[src/rtl/instr_fetch_reg.sv]
// Fetch stage and instruction register of the multi-cycle processor.
// Holds the PC and runs a req/ack read to instruction memory with a bounded wait.
// The returned word is latched into the IR, which is sliced into the fields that
// feed the immediate extender and the register file.

module instr_fetch_reg #(
    parameter logic [31:0] RESET_PC = 32'h0000_0000,
    parameter int unsigned TIMEOUT  = 16,
    parameter logic [5:0]  ZEXT_OP0 = 6'h0C,
    parameter logic [5:0]  ZEXT_OP1 = 6'h0D
) (
    input  logic        i_clk,
    input  logic        i_rst,
    input  logic        i_fetch_start,
    input  logic        i_pc_load,
    input  logic [31:0] i_pc_in,
    output logic        o_imem_req,
    output logic [31:0] o_imem_addr,
    input  logic        i_imem_ack,
    input  logic [31:0] i_imem_rdata,
    output logic [31:0] o_pc,
    output logic        o_busy,
    output logic [31:0] o_ir,
    output logic        o_ir_valid,
    output logic        o_fetch_err,
    output logic [5:0]  o_opcode,
    output logic [3:0]  o_rd,
    output logic [3:0]  o_rs1,
    output logic [3:0]  o_rs2,
    output logic [13:0] o_imm14,
    output logic        o_ext_ctrl
);

    // Counter holds 0..TIMEOUT-1; the last value marks the final REQ cycle allowed.
    localparam int unsigned    CntW    = $clog2(TIMEOUT + 1);
    localparam logic [CntW-1:0] CntLast = CntW'(TIMEOUT - 1);
    localparam logic [CntW-1:0] CntOne  = CntW'(1);

    typedef enum logic {
        StIdle,
        StReq
    } state_e;

    state_e          r_state;
    state_e          w_state_d;
    logic [31:0]     r_pc;
    logic [31:0]     w_pc_d;
    logic [31:0]     r_ir;
    logic [31:0]     w_ir_d;
    logic            r_ir_valid;
    logic            w_ir_valid_d;
    logic            r_req;
    logic            w_req_d;
    logic            r_fetch_err;
    logic            w_fetch_err_d;
    logic [CntW-1:0] r_cnt;
    logic [CntW-1:0] w_cnt_d;

    // PC loads are word aligned, so the two low address bits are dropped.
    logic unused_pc_lsb;
    assign unused_pc_lsb = ^i_pc_in[1:0];

    // FSM state register.
    always_ff @(posedge i_clk or posedge i_rst) begin
        if (i_rst) begin
            r_state <= StIdle;
        end else begin
            r_state <= w_state_d;
        end
    end

    // Next-state and datapath updates for the fetch handshake.
    always_comb begin
        w_state_d     = r_state;
        w_pc_d        = r_pc;
        w_ir_d        = r_ir;
        w_ir_valid_d  = r_ir_valid;
        w_req_d       = r_req;
        w_fetch_err_d = 1'b0;
        w_cnt_d       = r_cnt;

        unique case (r_state)
            StIdle: begin
                // A simultaneous load and start fetch from the freshly loaded PC,
                // since the request address is the PC register itself.
                if (i_pc_load) begin
                    w_pc_d = {i_pc_in[31:2], 2'b00};
                end
                if (i_fetch_start) begin
                    w_state_d    = StReq;
                    w_req_d      = 1'b1;
                    w_ir_valid_d = 1'b0;
                    w_cnt_d      = '0;
                end
            end
            StReq: begin
                // Ack is checked first so it wins over a timeout in the same cycle.
                if (i_imem_ack) begin
                    w_ir_d       = i_imem_rdata;
                    w_ir_valid_d = 1'b1;
                    w_pc_d       = r_pc + 32'd4;
                    w_req_d      = 1'b0;
                    w_state_d    = StIdle;
                end else if (r_cnt == CntLast) begin
                    w_fetch_err_d = 1'b1;
                    w_req_d       = 1'b0;
                    w_state_d     = StIdle;
                end else begin
                    w_cnt_d = r_cnt + CntOne;
                end
            end
            default: begin
                w_state_d = StIdle;
                w_req_d   = 1'b0;
            end
        endcase
    end

    // Datapath registers: PC, IR, handshake and status flags.
    always_ff @(posedge i_clk or posedge i_rst) begin
        if (i_rst) begin
            r_pc        <= RESET_PC;
            r_ir        <= 32'h0;
            r_ir_valid  <= 1'b0;
            r_req       <= 1'b0;
            r_fetch_err <= 1'b0;
            r_cnt       <= '0;
        end else begin
            r_pc        <= w_pc_d;
            r_ir        <= w_ir_d;
            r_ir_valid  <= w_ir_valid_d;
            r_req       <= w_req_d;
            r_fetch_err <= w_fetch_err_d;
            r_cnt       <= w_cnt_d;
        end
    end

    assign o_imem_req  = r_req;
    assign o_imem_addr = r_pc;
    assign o_pc        = r_pc;
    assign o_busy      = (r_state == StReq);
    assign o_ir        = r_ir;
    assign o_ir_valid  = r_ir_valid;
    assign o_fetch_err = r_fetch_err;

    // Instruction field decode straight off the IR.
    assign o_opcode = r_ir[31:26];
    assign o_rd     = r_ir[25:22];
    assign o_rs1    = r_ir[21:18];
    assign o_rs2    = r_ir[17:14];
    assign o_imm14  = r_ir[13:0];

    // Logical-immediate opcodes take a zero-extended immediate; all others sign-extend.
    assign o_ext_ctrl = !((o_opcode == ZEXT_OP0) || (o_opcode == ZEXT_OP1));

endmodule

[config.mk]
export PLATFORM = sky130hd
export DESIGN_NAME = instr_fetch_reg
export DESIGN_NICKNAME = d
export VERILOG_FILES = /design/src/rtl/instr_fetch_reg.sv
export SDC_FILE = /design/constraint.sdc
export NUM_CORES = 1
export LEC_CHECK = 0
export ABC_AREA = 1
export CAP_MARGIN = 40
export CORE_MARGIN = 2
export CORE_UTILIZATION = 38
export CTS_CLUSTER_DIAMETER = 200
export DETAILED_ROUTE_END_ITERATION = 12
export MAX_ROUTING_LAYER = met4
export PLACE_DENSITY = 0.77
export SYNTH_ARGS = -nofsm -noshare
export SYNTH_HDL_FRONTEND = slang
export SYNTH_SLANG_ARGS = --single-unit
export TNS_END_PERCENT = 50
[constraint.sdc]
create_clock -name i_clk -period 2.2 [get_ports i_clk]
set_input_delay 0.44 -clock i_clk [delete_from_list [all_inputs] [get_ports i_clk]]
set_output_delay 0.44 -clock i_clk [all_outputs]
set_load 0.005 [all_outputs]
==> out/results.tsv, run 1 <==
stage	metric	value	unit
yosys	synthSimpleGateAreaFrac	34.5	%
floorplan	rows	39	
finish	antenna_cells	0	
clocking	cts_tree	built	
yosys	yosysTopAreaCell	dfrtp_1	
floorplan	start_util	38.8	%
clocking	post-cts-setup-buffers	0	
grt	grt_pass1_wl	20300	um
setup_path	r2r-start	r_cnt[0]	
yosys	ys_seq_area_share	40.3	%
setup_path	critical_path_class	reg -> out	
run_status	status	finished, final reports clean	
setup_path	crit_buf_inv	1	
yosys	syn_inst	621	
yosys	async_reset_ff_share	100	%
timing	timing.fmax	0.519	GHz
clocking	cts.htree.levels	3	
yosys	synthAdderAreaFrac	0.852	%
grt	grt_max_degree	36	
yosys	syn_area	4410	um^2
setup_path	critPathMaxFanout	4	
setup_path	cp_top_family	buffers and inverters	
placed_design	gp_congestion	0.887	
setup_path	r2r_cells	10	
clocking	cts_sinks	71	
placed_design	port_buffers	195	
setup_path	timing.rr.end	r_cnt[3]	
hold_path	hold_end	o_ir[19]	
placed_design	postPlaceCellArea	6050	um^2
timing	relSlewSlack	61.8	%
setup_path	arrival	1490	ps
clocking	clk_latency	340	ps
clocking	cts_resized	0	
timing	tightestPinTransition	572	ps
finish	fin_area	6350	um^2
route	dr.pass1.iters	5	
setup_path	timing.critical_path.cells	nor3_1 > nand3_1 > clkdlybuf4s50_1	
clocking	ctsHoldBuffers	0	
hold_path	hold_depth	2	
placed_design	dp_hpwl	9250	um
setup_path	end_kind	primary output	
timing	period_minus_slack	1930	ps
yosys	yosysWarnings	0	
route	avgRoutedWirePerCell	13.7	um
yosys	synth_ff_type	dfrtp_1	
yosys	yosysUniqueCellTypes	32	
setup_path	critPathLaunch	o_ir[31]	
finish	final_nets	825	
setup_path	r2r_slack	430	ps
timing	finalCritPeriodShare	87.5	%
timing	slew_viol_final	0	
route	vias	4291	
finish	seq_area	1780	um^2
grt	track_usage	20.4	%
job	maxCapViolCount	0	
yosys	synth-seq-cells	71	
clocking	clk_path_buf_depth	2	
hold_path	min_path_type	reg -> reg	
yosys	yosys-top-cells-area	dfrtp_1 (40%), nand2_1 (20%), buf_4 (12%)	
grt	grt_pass1_vias	4220	
yosys	synthXorXnorAreaFrac	0.199	%
setup_path	cp.required	1760	ps
route	vias_per_cell	4.76	
yosys	synth_top_family_by_area	simple AND/OR/NAND/NOR gates	
timing	finalClockSkew	7.15	ps
grt	grt_antenna_before_repair	0	
yosys	syn-mean-instance-area	7.10	um^2
timing	finalHoldViolCount	0	
yosys	synth.most_common_cell	nand2_1	
yosys	synth.area.mux_share	0.227	%
setup_path	startpoint_type	register	
hold_path	worstHoldStart	o_ir[19]	
finish	drive_above_1_share	6.20	%
floorplan	pin_count	202	
power_and_ir_drop	power_density	956	nW/um^2
yosys	yosys-top-cells-count	nand2_1 (230), dfrtp_1 (71), nor2_1 (69)	
route	ant_nets	0	
finish	nFillCells	1056	
floorplan	core	11400	um^2
route	drtIter0Drc	248	
yosys	synth_compound_area_share	6.45	%
floorplan	die_w	112	um
clocking	root_buffer	clkbuf_16	
yosys	synth_top_area_share	40.3	%
power_and_ir_drop	leakagePower	2.91	nW
clocking	numCtsBuffers	9	
finish	multi_input_area	1880	um^2
yosys	synth_edf_count	0	
route	drt_wl_total	12400	um
timing	rsz0062_at_grt	no	
clocking	clk_pin_slew	60	ps
route	drc	0	
floorplan	dieArea	12500	um^2
setup_path	slowest_stage	clkdlybuf4s50_1	
timing	setup-tns-final	0	ps
grt	grt.overflow.total	0	
timing	setup_viol	0	
power_and_ir_drop	ir_drop	0.459	mV
floorplan	dieHeight	112	um
setup_path	max_stage_delay	460	ps
finish	synthToLayoutAreaGrowth	44.1	%
report_power, final:
group / internal [mW] / switching (mW) / leakage [nW]
sequential: 1.64 / 0.459 / 0.866
combinational: 1.48 / 1.01 / 1.90
clock: 0.913 / 0.559 / 0.139
total: 4.04 / 2.03 / 2.91
registers in the layout, summed over array words and instances, names as in the netlist:
name and flops:
o_imem_req 1, o_busy 1, o_imem_addr 30, o_ir_valid 1, o_ir 32, r_cnt 5, o_fetch_err 1
logic make-up after synthesis:
logic type / after synthesis
other: 1
XOR/XNOR: 1
AND/OR/NAND/NOR: 364
buffers and inverters: 132
flip-flops: 71
AO/OA/AOI/OAI: 48
multiplexers: 1
adder cells (fa/ha/maj): 3
worst max-delay path by stage:
stage                      to  slack [ps]  depth (start not counted)
2_1_floorplan        r_cnt[3]         640                         10
3_3_place_gp   o_imem_addr[8]         330                          7
3_5_place_dp   o_imem_addr[8]         260                          7
4_1_cts            o_ext_ctrl         250                          3
5_1_grt            o_ext_ctrl         190                          3
6_report           o_ext_ctrl         270                          3
per-stage QoR:
stage / cells / setup slack (ps) / power (mW) / util [%] / hold WS (ps)
5_1_grt: 901 / 188 / 6.50 / 55.8 / 527
6_report: 901 / 274 / 6.07 / 55.8 / 504
4_1_cts: 901 / 249 / 6.13 / 55.8 / 509
3_3_place_gp: 885 / 327 / 4.56 / 53.2 / 487
2_1_floorplan: 624 / 635 / 3.38 / - / 478
3_5_place_dp: 885 / 260 / 4.63 / 53.2 / 491
worst min-delay path: cells and delay by family, from the launching register on:
| kind | cells | cell delay, ps |
|---|---|---|
| DFF | 1 | 360 |
| and+or+nand+nor | 2 | 110 |
area by class of cell:
| cell class | instances | area share [%] |
|---|---|---|
| Timing Repair Buffer | 203 | 32.1 |
| Multi-Input combinational cell | 421 | 29.6 |
| Sequential cell | 71 | 28.0 |
| Clock buffer | 12 | 3.88 |
| Inverter | 47 | 2.84 |
| Tap cell | 143 | 2.82 |
| Clock inverter | 4 | 0.847 |
routing by layer:
| metal | share of wire [%] | global-route usage (%) | vias up |
|---|---|---|---|
| li1 | - | - | 2133 |
| met1 | 43 | 24.8 | 1986 |
| met2 | 49 | 33.9 | 157 |
| met3 | 7.1 | 4.74 | 15 |
| met4 | 1.6 | 6.17 | 0 |
| met5 | 0 | - | - |
placed cells by master (no fill, tap or decap), types with 4 or more instances in the layout:
master,synthesis,routed
inv_1,45,44
nand2_2,5,5
dfrtp_1,71,71
buf_4,68,6
nor2_1,69,69
o21ai_0,17,17
nand3_1,37,37
o21bai_1,4,4
conb_1,1,4
a21oi_1,10,10
clkbuf_16,0,9
nand2_1,230,230
o22ai_1,9,9
clkdlybuf4s50_1,0,195
nor2_4,6,6
nor2_2,6,6
(Power assumes the default switching activity.)
==> run 2, diff against run 1 <==
Settings changed: TNS_END_PERCENT 50 to 30.
==> results of run 2 <==
Same layout as run 1: the final DEF is identical, and so are final timing and power.
==> run 3, diff against run 2 <==
Settings changed: CORE_UTILIZATION 38 to 45, PLACE_DENSITY 0.77 to 0.86.
Clock period 2.2 ns to 2.4 ns, I/O delays scaled along.
==> run 3 against run 2 <==
Effect of this change:
- sequential share of layout area increased by 0.63 points
- critical path depth unchanged
- via count increased by 1.2%
- register-to-register slack improved by 210 ps
- clock power decreased by 34%
- global-route usage increased by 2.2 points
- worst hold slack improved by 8.3 ps
- cell area decreased by 2.2%
- combinational power decreased by 8.4%
==> out/results.tsv, run 3 (synthesis results as in run 1) <==
stage	metric	value	unit
run_status	status	finished, final reports clean	
placed_design	gp_congestion	0.916	
clocking	cts_tree	built	
setup_path	startpoint_type	register	
floorplan	pin_count	202	
grt	track_usage	22.6	%
setup_path	critical_path_class	reg -> out	
hold_path	worstHoldStart	o_ir[24]	
timing	slew_viol_final	0	
floorplan	die_w	103	um
grt	grt_pass1_wl	18600	um
route	ant_nets	0	
setup_path	end_kind	primary output	
route	met3_length	815	um
finish	final_nets	824	
setup_path	critPathLaunch	o_ir[27]	
clocking	root_buffer	clkbuf_8	
finish	antenna_cells	0	
floorplan	dieArea	10600	um^2
route	dr.pass1.iters	4	
floorplan	start_util	45.7	%
setup_path	slowest_stage	clkdlybuf4s50_1	
finish	drive_above_1_share	6.21	%
finish	layout_commonest_cell	nand2_1	
timing	period_minus_slack	2030	ps
route	drc	0	
placed_design	post-place-ws	433	ps
clocking	cts.htree.levels	3	
clocking	clk_latency	340	ps
route	vias_per_cell	4.88	
timing	setup-tns-final	0	ps
clocking	ctsHoldBuffers	0	
hold_path	min_path_type	reg -> reg	
route	wl_met1	4920	um
route	vias	4343	
timing	finalClockSkew	14.6	ps
timing	hold_ws	513	ps
setup_path	r2r_slack	640	ps
setup_path	max_stage_delay	470	ps
setup_path	timing.critical_path.cells	nor3_1 > nand3_1 > clkdlybuf4s50_1	
setup_path	crit_buf_inv	1	
timing	finalCritPeriodShare	84.5	%
floorplan	rows	36	
finish	multi_input_area	1880	um^2
grt	grt_pass1_vias	3993	
grt	grt_antenna_before_repair	0	
setup_path	r2r_cells	10	
clocking	clk_pin_slew	80	ps
grt	grt_max_degree	72	
setup_path	r2r-start	r_cnt[0]	
timing	rsz0062_at_grt	no	
route	drt_wl_total	11900	um
clocking	clk_path_buf_depth	2	
route	drtIter0Drc	196	
clocking	post-cts-setup-buffers	0	
finish	largest_reg_flops	32	
placed_design	dp_hpwl	8800	um
timing	setup_viol	0	
clocking	cts_sinks	71	
route	avgRoutedWirePerCell	13.3	um
setup_path	cp.required	1920	ps
setup_path	cp_top_family	buffers and inverters	
floorplan	core	9640	um^2
clocking	cts_resized	0	
placed_design	port_buffers	195	
timing	worst_slack	372	ps
setup_path	critPathMaxFanout	4	
power_and_ir_drop	ir_drop	0.446	mV
finish	final_cell_mix	nand2_1 (230), clkdlybuf4s50_1 (195), dfrtp_1 (71)	
timing	timing.fmax	0.493	GHz
power_and_ir_drop	power_density	835	nW/um^2
floorplan	dieHeight	103	um
hold_path	hold_end	o_ir[24]	
timing	finalHoldViolCount	0	
clocking	numCtsBuffers	9	
route	met2WireLength	6050	um
route	top_layer	met4	
setup_path	timing.rr.end	r_cnt[3]	
finish	seq_area	1780	um^2
power_and_ir_drop	leakagePower	2.86	nW
finish	nFillCells	854	
hold_path	hold_depth	2	
job	maxCapViolCount	0	
setup_path	arrival	1550	ps
grt	grt.overflow.total	0	
finish	synthToLayoutAreaGrowth	40.9	%
-- run 3: metrics by stage --
| step | power [mW] | utilization (%) | cells | instance area (um^2) |
|---|---|---|---|---|
| 6_report | 5.18 | 64.4 | 890 | 6210 |
| 5_1_grt | 5.55 | 64.4 | 890 | 6210 |
| 4_1_cts | 5.22 | 64.4 | 890 | 6210 |
| 3_5_place_dp | 4.24 | 62.4 | 874 | 6010 |
| 3_3_place_gp | 4.15 | 62.4 | 874 | 6010 |
| 2_1_floorplan | 3.09 | - | 624 | 4420 |
-- run 3: worst max path at each step --
stage          cells past startpoint  slack, ps             end
2_1_floorplan                      1        120          o_busy
3_3_place_gp                       7        490  o_imem_addr[8]
3_5_place_dp                       7        430  o_imem_addr[8]
4_1_cts                            3        350      o_ext_ctrl
5_1_grt                            3        290      o_ext_ctrl
6_report                           3        370      o_ext_ctrl
-- run 3: final cells by class --
type / instances / area share, %
clock buffers: 10 / 2.06
clock inverters: 6 / 1.11
inverters: 47 / 2.84
multi-input cells: 421 / 30.2
flip-flops and latches: 71 / 28.6
well taps: 133 / 2.68
repair buffers: 202 / 32.5
-- run 3: tightest hold or removal path, delay by kind of cell, from the launching register on --
| family | cells | cell delay (ps) |
|---|---|---|
| DFF | 1 | 370 |
| and+or+nand+nor | 2 | 110 |
-- run 3: where the power goes --
part	leakage (nW)	switching [mW]	internal (mW)
combinational	1.90	0.931	1.36
sequential	0.866	0.421	1.50
clock	0.0968	0.486	0.487
-- run 3: metal layers --
| metal | global-route usage [%] | vias to the layer above |
|---|---|---|
| met5 | - | - |
| met4 | 4.76 | 0 |
| met3 | 4.61 | 9 |
| met2 | 37.6 | 152 |
| met1 | 28.6 | 2046 |
| li1 | - | 2136 |
